[src/rtl/reg_file_server_pkg.sv]
// Shared types and default geometry for the integer register file and its
// pending-write scoreboard.
package reg_file_server_pkg;

  localparam int RF_NREGS  = 32;
  localparam int RF_XLEN   = 32;
  localparam int RF_PEND_W = 2;

  typedef logic [$clog2(RF_NREGS)-1:0] reg_addr_t;
  typedef logic [RF_XLEN-1:0]          xlen_t;

  localparam reg_addr_t ZERO_REG = '0;

endpackage

[src/rtl/regfile_read_if.sv]
// One combinational register-file read port: the decode stage drives addr,
// the register file returns val in the same cycle.
interface regfile_read_if #(
  parameter int NREGS = 32,
  parameter int XLEN  = 32
);

  logic [$clog2(NREGS)-1:0] addr;
  logic [XLEN-1:0]          val;

  modport Client (output addr, input val);
  modport Server (input addr, output val);

endinterface

[src/rtl/reg_file_server_pend_scoreboard.sv]
// Per-register pending-write counters: alloc/retire bookkeeping, allocReady
// back-pressure and busy lookup for the two read ports (REGFILE_BYPASS_EN
// lets a same-cycle final retire clear busy).
module pend_scoreboard
  import reg_file_server_pkg::*;
#(
  parameter int NREGS  = RF_NREGS,
  parameter int PEND_W = RF_PEND_W
) (
  input  logic                     clk,
  input  logic                     rst,
  input  logic                     alloc_valid,
  input  logic [$clog2(NREGS)-1:0] alloc_addr,
  output logic                     alloc_ready,
  input  logic                     wb_valid,
  input  logic [$clog2(NREGS)-1:0] wb_addr,
  input  logic [$clog2(NREGS)-1:0] rd0_addr,
  input  logic [$clog2(NREGS)-1:0] rd1_addr,
  output logic                     busy0,
  output logic                     busy1
);

  localparam int AW = $clog2(NREGS);
  localparam logic [PEND_W-1:0] PEND_MAX = '1;
  localparam logic [PEND_W-1:0] PEND_ONE = PEND_W'(1);

  logic [PEND_W-1:0] pend_q [NREGS];
  logic [PEND_W-1:0] pend_d [NREGS];
  logic              alloc_fire;
  logic              retire_fire;
  logic [NREGS-1:0]  alloc_hit;
  logic [NREGS-1:0]  retire_hit;

  // A retire to a full register frees a slot in the same cycle, so it may
  // accept an alloc to that register without exceeding PEND_MAX.
  always_comb begin
    retire_fire = wb_valid && (wb_addr != '0);
    alloc_ready = (alloc_addr == '0)
               || (pend_q[alloc_addr] != PEND_MAX)
               || (retire_fire && (wb_addr == alloc_addr));
    alloc_fire  = alloc_valid && alloc_ready && (alloc_addr != '0);
  end

  always_comb begin
    alloc_hit  = '0;
    retire_hit = '0;
    for (int r = 1; r < NREGS; r++) begin
      alloc_hit[r]  = alloc_fire  && (alloc_addr == AW'(r));
      retire_hit[r] = retire_fire && (wb_addr == AW'(r));
    end
  end

  // Retire with nothing pending is a protocol error; saturate rather than wrap.
  always_comb begin
    for (int r = 0; r < NREGS; r++) begin
      pend_d[r] = pend_q[r];
      if (alloc_hit[r] && !retire_hit[r]) begin
        pend_d[r] = pend_q[r] + PEND_ONE;
      end else if (retire_hit[r] && !alloc_hit[r] && (pend_q[r] != '0)) begin
        pend_d[r] = pend_q[r] - PEND_ONE;
      end
    end
    pend_d[0] = '0;
  end

  always_ff @(posedge clk) begin
    if (rst) begin
      for (int r = 0; r < NREGS; r++) begin
        pend_q[r] <= '0;
      end
    end else begin
      pend_q <= pend_d;
    end
  end

  always_ff @(posedge clk) begin
    if (!rst && retire_fire) begin
      assert (pend_q[wb_addr] != '0);
    end
  end

  always_comb begin
    busy0 = (rd0_addr != '0) && (pend_q[rd0_addr] != '0);
    busy1 = (rd1_addr != '0) && (pend_q[rd1_addr] != '0);
`ifdef REGFILE_BYPASS_EN
    if (retire_fire && (wb_addr == rd0_addr) && (pend_q[rd0_addr] == PEND_ONE)) begin
      busy0 = 1'b0;
    end
    if (retire_fire && (wb_addr == rd1_addr) && (pend_q[rd1_addr] == PEND_ONE)) begin
      busy1 = 1'b0;
    end
`endif
  end

endmodule

[src/rtl/reg_file_server.sv]
// Architectural integer register file: two combinational read ports, one
// writeback port, pending-write scoreboard. Optional macro REGFILE_BYPASS_EN.
module reg_file_server
  import reg_file_server_pkg::*;
#(
  parameter int NREGS  = RF_NREGS,
  parameter int XLEN   = RF_XLEN,
  parameter int PEND_W = RF_PEND_W
) (
  input  logic                     clk,
  input  logic                     rst,
  regfile_read_if.Server           read0,
  regfile_read_if.Server           read1,
  input  logic                     wbValid,
  input  logic [$clog2(NREGS)-1:0] wbAddr,
  input  logic [XLEN-1:0]          wbData,
  input  logic                     allocValid,
  input  logic [$clog2(NREGS)-1:0] allocAddr,
  output logic                     allocReady,
  output logic                     busy0,
  output logic                     busy1
);

  logic [XLEN-1:0] regs_q [NREGS];
  logic [XLEN-1:0] regs_d [NREGS];
  logic [XLEN-1:0] rd0_val;
  logic [XLEN-1:0] rd1_val;
  logic            wb_fire;

  pend_scoreboard #(
    .NREGS  (NREGS),
    .PEND_W (PEND_W)
  ) u_pend_scoreboard (
    .clk         (clk),
    .rst         (rst),
    .alloc_valid (allocValid),
    .alloc_addr  (allocAddr),
    .alloc_ready (allocReady),
    .wb_valid    (wbValid),
    .wb_addr     (wbAddr),
    .rd0_addr    (read0.addr),
    .rd1_addr    (read1.addr),
    .busy0       (busy0),
    .busy1       (busy1)
  );

  assign wb_fire = wbValid && (wbAddr != '0);

  always_comb begin
    regs_d = regs_q;
    if (wb_fire) begin
      regs_d[wbAddr] = wbData;
    end
    regs_d[0] = '0;
  end

  always_ff @(posedge clk) begin
    if (rst) begin
      for (int r = 0; r < NREGS; r++) begin
        regs_q[r] <= '0;
      end
    end else begin
      regs_q <= regs_d;
    end
  end

  // x0 reads as zero regardless of storage; bypass forwards the in-flight writeback.
  always_comb begin
    rd0_val = (read0.addr == '0) ? '0 : regs_q[read0.addr];
    rd1_val = (read1.addr == '0) ? '0 : regs_q[read1.addr];
`ifdef REGFILE_BYPASS_EN
    if (wb_fire && (wbAddr == read0.addr)) begin
      rd0_val = wbData;
    end
    if (wb_fire && (wbAddr == read1.addr)) begin
      rd1_val = wbData;
    end
`endif
  end

  assign read0.val = rd0_val;
  assign read1.val = rd1_val;

endmodule

[src/flat_wrapper.sv]
// flat-port wrapper written by rule: the top's interface ports become plain ports
module reg_file_server_flat import reg_file_server_pkg::*;
#(
  parameter int NREGS  = RF_NREGS,
  parameter int XLEN   = RF_XLEN,
  parameter int PEND_W = RF_PEND_W
)
  (clk, rst, wbValid, wbAddr, wbData, allocValid, allocAddr, allocReady, busy0, busy1, read0_addr, read0_val, read1_addr, read1_val);
  regfile_read_if #(.NREGS(NREGS), .XLEN(XLEN)) read0_i ();
  regfile_read_if #(.NREGS(NREGS), .XLEN(XLEN)) read1_i ();
  input  logic clk;
  input  logic rst;
  input  logic wbValid;
  input  logic [$clog2(NREGS)-1:0] wbAddr;
  input  logic [XLEN-1:0] wbData;
  input  logic allocValid;
  input  logic [$clog2(NREGS)-1:0] allocAddr;
  output logic allocReady;
  output logic busy0;
  output logic busy1;
  input wire logic [$bits(read0_i.addr)-1:0] read0_addr;
  output wire logic [$bits(read0_i.val)-1:0] read0_val;
  input wire logic [$bits(read1_i.addr)-1:0] read1_addr;
  output wire logic [$bits(read1_i.val)-1:0] read1_val;
  assign read0_i.addr = read0_addr;
  assign read0_val = read0_i.val;
  assign read1_i.addr = read1_addr;
  assign read1_val = read1_i.val;
  reg_file_server #(.NREGS(NREGS), .XLEN(XLEN), .PEND_W(PEND_W)) u_core (.clk(clk), .rst(rst), .read0(read0_i), .read1(read1_i), .wbValid(wbValid), .wbAddr(wbAddr), .wbData(wbData), .allocValid(allocValid), .allocAddr(allocAddr), .allocReady(allocReady), .busy0(busy0), .busy1(busy1));
endmodule
[config.mk]
export PLATFORM = sky130hd
export DESIGN_NAME = reg_file_server_flat
export DESIGN_NICKNAME = d
export VERILOG_FILES = /design/src/rtl/reg_file_server_pkg.sv /design/src/rtl/regfile_read_if.sv /design/src/rtl/reg_file_server_pend_scoreboard.sv /design/src/rtl/reg_file_server.sv /design/src/flat_wrapper.sv
export SDC_FILE = /design/constraint.sdc
export NUM_CORES = 2
export LEC_CHECK = 0
export CORE_MARGIN = 2
export CORE_UTILIZATION = 55
export DETAILED_ROUTE_END_ITERATION = 12
export MAX_ROUTING_LAYER = met4
export PLACE_DENSITY = 0.72
export SLEW_MARGIN = 5
export SYNTH_ARGS = -nofsm -noshare
export SYNTH_HDL_FRONTEND = slang
export SYNTH_HIERARCHICAL = 1
export SYNTH_SLANG_ARGS = --single-unit
[constraint.sdc]
create_clock -name clk -period 5.4 [get_ports clk]
set_input_delay 0.81 -clock clk [delete_from_list [all_inputs] [get_ports clk]]
set_output_delay 0.81 -clock clk [all_outputs]
set_load 0.05 [all_outputs]
==> flow_summary.toml <==
[outcome]
outcome = "completed"

[logic_synthesis]
yosys.cell_types.count = 59
syn_area_per_cell_sq_um = 8.58
synth_edf_count = 0
post_synth_inst_count = 6388
post-synth-top-area-fraction_pct = 38.5
sequential_to_total_area_share_from_yosys_stat_pct = 38.5
synth-seq-cells = 1054
synth_async_sr_flop_share_pct = 0
synth_warnings = 6
post_synth_main_area_contributors = "dfxtp_1, mux4_2, nand2_1"
synth_flop_cell = "dfxtp_1"
synth_fp_nets = 6444
synthesis.area_sq_um = 54800
synth.largest_area_cell = "dfxtp_1"

[global_route]
grt_start_max_net_pins = 167
grt_overflow_total = 0
grt_antenna_before_repair = 9
via_count_of_the_first_global_routing_pass = 48800
grt_pass1_wl_microns = 310000
track_usage_pct = 41.4

[worst_setup_path]
worstPathRequired_ns = 4.59
cp.depth = 7
critical_path.startpoint = "allocAddr[0]"
critical_path.cell_chain = "clkdlybuf4s50_1 > mux4_2 > mux2i_1 > a21o_1 > or3_1 > a21o_1 > clkdlybuf4s50_1"
timing.critical_path.to = "allocReady"
maximum_fanout_encountered_on_the_critical_timing_path = 13
crit_slowest_cell = "clkdlybuf4s50_1"
timing.rr.start = "u_core/u_pend_scoreboard/pend_q[55]"
reg2reg_slack_ns = 2.41
r2r_end = "u_core/u_pend_scoreboard/pend_q[48]"
cpLargestDelayFamily = "buffers and inverters"
cpPeakStageDelay_ns = 0.92
critPathBufInv = 2
critical_path.startpoint_type = "primary input"
r2r.worst_path.cells = 7
setup.worst_path.end_class = "output pin"
worstSetupPathType = "in2out"
critical_path_arrival_ns = 3.95

[routing]
via_count = 51900
drc = 0
ant_nets = 0
detail_route.wirelength_microns = 211000
routedWlPerCell_microns = 27.9
avgViaCountPerCell = 6.88
first_pass_iters = 7
initialDrtViolationCount = 8418

[power_and_ir_drop]
p_leak_nw = 19.6
irDropWorstVdd_uv = 247
power.density_cell_area_nw_per_um2 = 288
total_power_mw = 17.6

[final_layout]
multi_input_area_sq_um = 31400
final_nets = 6219
final_core_utilization_pct = 61.9
seq_area_sq_um = 21100
instances_no_fill = 7548
fin_area_sq_um = 61000
layout.cells.most_common_list = "nand2_1, a21oi_1, dfxtp_1, mux4_2, buf_4"
area_delta_synth_final_pct = 11.3
final_layout_size_suffix_gt1_share_pct = 16.5
n_fill_cell = 8144
mostFrequentLayoutCell = "nand2_1"

[sta]
finalMaxSlewViolations = 0
final_sum_of_negative_setup_slack_ns = 0
grt_setup_unrepaired = "false"
finalHoldViolations = 0
setup_viol_count_final = 0
period_minus_slack_ns = 4.76
fmax_mhz = 210
relSlewSlack_pct = 10.1
timing_worst_slew_pin_value_ns = 1.34
fin_worst_skew_ns = 0.0118
layout_worst_path_cycle_share_pct = 88.2

[clock_network]
cts_post_setup_buffers_inserted = 0
postCtsHoldBufs = 0
cts_tree = "built"
cts-root-to-sink-buffers = 3
post_cts_sizing = 0
clk-insertion-delay-late_ns = 0.72
reg_clk_slew_reported_paths_ns = 0.06
clock-root-buffer = "clkbuf_16"
cts-buffers-inserted = 111
clock_tree.htree_level_count = 3
tritoncts_num_sinks = 1054

[floorplanning]
i_o_pins = 123
floorplan.initialDensity_pct = 55.6
die_outline_width_microns = 320
core_sq_um = 98600
chipHeight_microns = 320
core.rowCount = 115
design.die.area_sq_um = 102000

[run]
max_cap_viol_count = 0

[placed_design]
gpl.final_weighted_congestion = 0.938
dp.cells = 7337
detailed_place_hpwl_microns = 125000
placedInstanceArea_sq_um = 57200
numPortBuffers = 122

[worst_hold_path]
hold_path_class = "reg2reg"
[Yosys cell counts (all sizes together) (5+ instances only)]
cell type  number
nand2        2161
a21oi        1069
dfxtp        1054
clkbuf        460
mux4          456
nor2          174
buf           167
mux2i         140
mux2           97
o21ai          83
nor3           70
a221oi         60
nor2b          50
a31oi          42
o22ai          41
a211oi         32
a22oi          32
o221ai         32
xnor2          19
nand4          15
o211ai         15
a2111oi        14
xor2           13
nand2b         12
o2111ai        11
nand3           9
and2            6
nand3b          6
or3b            6
and3            5
[logic make-up (layout without fill, tap and decap cells)]
kind of cell           count (synthesis)  count (layout)  share of synthesized area, %
XOR/XNOR                              32              32                         0.511
buffers and inverters                630             489                          4.81
AND/OR/NAND/NOR                     2535            2535                          18.2
AO/OA/AOI/OAI                       1444            1444                          14.7
multiplexers                         693             693                          23.3
other                                  0              14                             0
flip-flops                          1054            1054                          38.5
[final cells by class]
type | count | area share, %
Inverter | 3 | 0.0185
Multi-Input combinational cell | 4704 | 51.5
Timing Repair Buffer | 289 | 5.01
Clock buffer | 157 | 5.30
Clock inverter | 40 | 0.907
Tap cell | 1287 | 2.64
Antenna cell | 14 | 0.0574
Sequential cell | 1054 | 34.6
[through the flow]
| stage | hold slack [ns] | setup WS (ns) |
|---|---|---|
| CTS | 0.464 | 0.626 |
| finish | 0.466 | 0.638 |
| global placement | 0.449 | 0.626 |
| global route | 0.481 | 0.550 |
| floorplan | 0.443 | 1.59 |
| detailed placement | 0.456 | 0.645 |
[worst register-to-register path, stage by stage (launching register included)]
cell and delay, ns:
dfxtp_1 0.48, mux4_2 0.29, o22ai_1 0.10, or3_4 0.45, o311ai_2 0.90, nor2_1 0.20, xnor2_1 0.19, a221oi_1 0.28
[where the power goes]
group	total (mW)	switching, mW	internal (mW)
combinational	1.64	1.12	0.522
clock	8.07	3.39	4.68
sequential	7.88	0.0458	7.83
[metal layers]
metal	part of all wire, %	routed length, microns	global-route usage (%)
met4	7.4	15500	26.3
met5	0	0	-
met1	35	73600	50.8
met2	43	91300	59.5
met3	14	30500	12.3
[flip-flops by register name (all words and copies together) (netlist names)]
signal                           cells
u_core/regs_q                      992
u_core/u_pend_scoreboard/pend_q     62
[how the worst min path moves through the flow]
stage                            start            endpoint  cells after the start
detailed placement  u_core/regs_q[546]  u_core/regs_q[546]                      2
floorplan           u_core/regs_q[801]  u_core/regs_q[801]                      2
global placement    u_core/regs_q[551]  u_core/regs_q[551]                      2
global route        u_core/regs_q[266]  u_core/regs_q[266]                      2
CTS                 u_core/regs_q[546]  u_core/regs_q[546]                      2
finish              u_core/regs_q[569]  u_core/regs_q[569]                      2
No activity file was read; power rests on OpenSTA's default activity.
